===== src/rtl/shop_pkg.sv =====
// rtl/shop_pkg.sv - shared constants, state encoding and cost table for the purchase arbiter
package shop_pkg;
    localparam int NREQ = 4;
    localparam int CW   = 12;
    localparam int IW   = (NREQ > 1) ? $clog2(NREQ) : 1;

    typedef enum logic [2:0] {IDLE, CHECK, ISSUE, SAMPLE, RESP} state_e;

    localparam logic [CW-1:0] COST [NREQ] = '{12'd10, 12'd25, 12'd60, 12'd150};

    function automatic logic [CW-1:0] cost_of(input logic [IW-1:0] idx);
        return COST[idx];
    endfunction
endpackage


===== src/rtl/rr_pick.sv =====
// rtl/rr_pick.sv - round-robin selector: first set request at or after ptr, wrapping
module rr_pick #(
    parameter int NREQ = 4,
    parameter int PW   = 2
) (
    input  logic [NREQ-1:0] req,
    input  logic [PW-1:0]   ptr,
    output logic [PW-1:0]   grant,
    output logic            valid
);
    logic [PW-1:0] idx;

    // Scan from the farthest offset down so the nearest set bit wins last.
    always_comb begin
        grant = '0;
        valid = 1'b0;
        idx   = '0;
        for (int k = NREQ - 1; k >= 0; k--) begin
            idx = PW'((int'(ptr) + k) % NREQ);
            if (req[idx]) begin
                grant = idx;
                valid = 1'b1;
            end
        end
    end
endmodule


===== src/rtl/purchase_arbiter.sv =====
// rtl/purchase_arbiter.sv - round-robin arbiter sequencing wallet purchases for NREQ requesters
module purchase_arbiter #(
    parameter int NREQ = shop_pkg::NREQ,
    parameter int CW   = shop_pkg::CW
) (
    input  logic            clk,
    input  logic            rst_n,
    input  logic            gameTick,
    input  logic [NREQ-1:0] req,
    input  logic [CW-1:0]   balance,
    input  logic            buySucc,
    output logic            purchase,
    output logic [CW-1:0]   unitCost,
    output logic [NREQ-1:0] done,
    output logic            ok,
    output logic            busy
);
    import shop_pkg::*;

    localparam int PW = (NREQ > 1) ? $clog2(NREQ) : 1;

    state_e        state;
    logic [PW-1:0] ptr;
    logic [PW-1:0] win;
    logic [PW-1:0] pick;
    logic          pick_valid;
    logic [CW-1:0] cost;
    logic          armed;

    rr_pick #(.NREQ(NREQ), .PW(PW)) u_pick (
        .req   (req),
        .ptr   (ptr),
        .grant (pick),
        .valid (pick_valid)
    );

    assign busy = (state != IDLE);

    // armed holds off arbitration until the second edge after reset release.
    always_ff @(posedge clk or negedge rst_n) begin
        if (!rst_n) begin
            state    <= IDLE;
            ptr      <= '0;
            win      <= '0;
            cost     <= '0;
            purchase <= 1'b0;
            unitCost <= '0;
            done     <= '0;
            ok       <= 1'b0;
            armed    <= 1'b0;
        end else begin
            armed <= 1'b1;
            done  <= '0;
            case (state)
                IDLE: begin
                    if (armed && pick_valid) begin
                        win   <= pick;
                        cost  <= CW'(cost_of(IW'(pick)));
                        ok    <= 1'b0;
                        state <= CHECK;
                    end
                end
                CHECK: begin
                    if (balance < cost) begin
                        ok    <= 1'b0;
                        state <= RESP;
                    end else begin
                        purchase <= 1'b1;
                        unitCost <= cost;
                        state    <= ISSUE;
                    end
                end
                ISSUE: begin
                    if (gameTick) begin
                        purchase <= 1'b0;
                        unitCost <= '0;
                        state    <= SAMPLE;
                    end
                end
                SAMPLE: begin
                    ok    <= (buySucc === 1'b1);
                    state <= RESP;
                end
                RESP: begin
                    done[win] <= 1'b1;
                    ptr       <= (int'(win) == NREQ - 1) ? '0 : win + 1'b1;
                    state     <= IDLE;
                end
                default: state <= IDLE;
            endcase
        end
    end
endmodule


===== config.mk =====
export PLATFORM = sky130hd
export DESIGN_NAME = purchase_arbiter
export DESIGN_NICKNAME = d
export VERILOG_FILES = /design/src/rtl/shop_pkg.sv /design/src/rtl/rr_pick.sv /design/src/rtl/purchase_arbiter.sv
export SDC_FILE = /design/constraint.sdc
export NUM_CORES = 1
export LEC_CHECK = 0
export ABC_AREA = 1
export CORE_MARGIN = 2
export CORE_UTILIZATION = 40
export CTS_CLUSTER_SIZE = 8
export DETAILED_ROUTE_END_ITERATION = 7
export PLACE_DENSITY_LB_ADDON = 0.12
export SKIP_LAST_GASP = 1
export SLEW_MARGIN = 20
export SYNTH_ARGS = -nofsm -noshare
export SYNTH_HDL_FRONTEND = slang
export SYNTH_HIERARCHICAL = 1
export SYNTH_SLANG_ARGS = --single-unit

===== constraint.sdc =====
create_clock -name clk -period 2.4 [get_ports clk]
set_clock_uncertainty 0.15 [all_clocks]
set_input_delay 0.48 -clock clk [delete_from_list [all_inputs] [get_ports clk]]
set_output_delay 0.48 -clock clk [all_outputs]
set_load 0.02 [all_outputs]

==> summary.md <==
| Metric | Value |
|---|---|
| Status | `finished clean` |
| Placed Instance Area | `2090 µm²` |
| Depth of the most critical reg-to-reg path | `11` |
| Peak supply drop | `0.000502 V` |
| Core box area | `4060 µm²` |
| LEAKAGE | `1.14 nW` |
| Full die area | `4830 µm²` |
| Tcrit/Tclk final | `0.891` |
| Vias per cell | `4.47` |
| Synth area leaders | `dfrtp_1 (39%), nand2_1 (15%), ha_1 (11%)` |
| ANT nets after route | `0` |
| Total track usage | `0.144` |
| Die Wd | `69.5 µm` |
| Register area share after synthesis | `0.394` |
| CP arrival | `1.51 ns` |
| FF+latch count, synth | `27` |
| Largest net degree at the start of global routing | `28` |
| Finished Core Util | `0.527` |
| Initial DRC count | `38` |
| Worst hold path cell count | `2` |
| Yosys synthesis warning count | `6` |
| Hold slack | `0.326 ns` |
| First-pass GRT wire length | `5770 µm` |
| First-pass DRT Iterations | `4` |
| Hold WC Path Type | `reg -> reg` |
| Vias in the first global route | `1343` |
| H-tree depth | `1` |
| Crit path capture type | `output pin` |
| Max Clk Rate | `0.468 GHz` |
| Grt ovf | `0` |
| Initial antenna violation count | `0` |
| Via count | `1371` |
| Synthesized area per cell | `7.80 µm²` |
| DR DRC count | `0` |
| Yosys top cell area share | `0.394` |
| Ys async rst share | `1.00` |
| Clock sink count | `27` |
| Total Power | `2.56 mW` |
| Kind of critical path | `reg -> out` |
| # Post-CTS Setup Buffers | `0` |
| Distinct cells, synth | `29` |
| CTS Hold Bufs | `0` |
| Post-Route WL | `3150 µm` |
| Minimum clock period | `2.14 ns` |
| Crit-path cells | `nor2_2, nand2_1, clkdlybuf4s50_1` |
| Cell row count | `23` |
| Worst setup SP type | `register` |
| Pwr dens | `1200 nW/µm²` |
| Post-synth EDFFs | `0` |
| Yosys top cell by area | `dfrtp_1` |
| Clk_lat worst skew | `0.26 ns` |
| Fin. max-slew vios | `0` |
| CTS clk-pin slew, worst paths | `0.09 ns` |
| Top cells by count, synth | `nand2_1 (67), inv_1 (29), dfrtp_1 (27), ha_1 (15), nor2_1 (14)` |
| GPL Wtd Cong | `0.825` |
| Initial core utilization | `0.423` |
| I/O Buffers | `33` |
| Main flop type after synthesis | `dfrtp_1` |
| ANT cells | `0` |
| Share of cells above drive strength 1 | `0.121` |
| Unrepaired setup endpoints after global routing | `false` |
| CP required | `1.77 ns` |
| Final instance area | `2140 µm²` |
| Syn Std Cell Area | `1720 µm²` |
| Fin. Hold Viols | `0` |
| Overall die height | `69.5 µm` |
| CTS tree | `done` |
| Clk root buf | `clkbuf_8` |
| # setup viols final | `0` |
| HPWL Detailed | `2510 µm` |
| WL/cell | `10.3 µm` |
| Worst-path fanout max | `5` |
| Crit path max-delay cell type | `clkdlybuf4s50_1` |
| Most frequent cell after synthesis | `nand2_1` |
| Layout area overhead | `24.6%` |
| CTS resizes | `0` |
| Cells after Synth | `220` |
| CTS Buf Count | `3` |
| I/O pin cnt | `39` |
| Max_cap viols | `0` |
| Nets | `293` |
| CP peak stage delay | `0.54 ns` |
| Clock Path Buffers | `2` |
-- metrics by stage --
stage	worst slack [ns]	std cells	TNS, ns
global placement	0.0549	303	0
CTS	0.246	307	0
finish	0.262	307	0
detailed placement	-0.00000266	303	-0.00000266
global route	0.0637	307	0
floorplan	0.582	224	0
-- per-layer routing --
layer,wire (µm),vias to the layer above,share of wire,global-route usage
met2,1430,33,0.45,0.244
met5,0,-,0,0
li1,-,740,-,-
met3,148,2,0.047,0.0276
met4,19,0,0.0060,0.0261
met1,1560,596,0.49,0.193
-- critical path: cells and delay by family (launching register included) --
family | cells | cell delay [ns]
AND/OR/NAND/NOR | 2 | 0.28
buffers and inverters | 1 | 0.54
flip-flops | 1 | 0.42
-- final timing paths --
path                       startpoint           to  slack [ns]
hold reg to reg                    ok           ok        0.33
hold / removal                     ok           ok        0.33
min in group asynchronous       rst_n       ptr[1]        0.44
setup / recovery             state[1]         busy        0.26
setup reg to reg               ptr[0]      cost[1]        0.38
max in group asynchronous       rst_n  unitCost[1]        1.40
-- state kept, by name, indices dropped and copies added, names as in the netlist --
name      cells
state         3
ptr           2
ok            1
unitCost      7
cost          7
armed         1
purchase      1
done          4
win           1
-- cells by family (layout without fill, tap and decap cells) --
family / count (synthesis) / in the layout / share of synthesized area
buf+inv: 44 / 77 / 0.115
flops: 27 / 27 / 0.394
compound gates: 14 / 14 / 0.0445
simple gates: 117 / 117 / 0.326
fa+ha+maj: 15 / 15 / 0.109
other cells: 2 / 6 / 0.00438
mux: 1 / 1 / 0.00656
-- area by class of cell --
type	count	area [µm²]
Fill cell	385	1920
Multi-Input combinational cell	153	857
Sequential cell	27	676
Timing Repair Buffer	36	353
Inverter	37	144
Tap cell	50	62.6
Clock buffer	4	45.0
-- layout by cell type, fill, tap and decap left out --
cell	Yosys	layout
a21oi_1	4	4
and2_4	1	1
buf_4	5	3
clkbuf_1	0	1
clkbuf_8	0	3
clkdlybuf4s50_1	0	33
conb_1	2	6
dfrtp_1	27	27
ha_1	15	15
inv_1	29	29
inv_2	6	6
inv_4	2	2
mux2_2	1	1
nand2_1	67	67
nand2_2	8	8
nand2_8	1	1
nand3_1	11	11
nand3_2	1	1
nand3_4	1	1
nand3b_1	7	7
nand4_1	1	1
nor2_1	14	14
nor2_2	1	1
nor3_1	2	2
nor3_2	1	1
o21ai_0	5	5
o21ai_1	3	3
o21ai_2	1	1
o31ai_1	1	1
or2_4	1	1
-- power by group --
group / switching, mW / internal [mW]
clock: 0.135 / 0.119
combinational: 0.869 / 0.636
sequential: 0.167 / 0.638
total: 1.17 / 1.39
No activity file was read; power rests on OpenSTA's default activity.
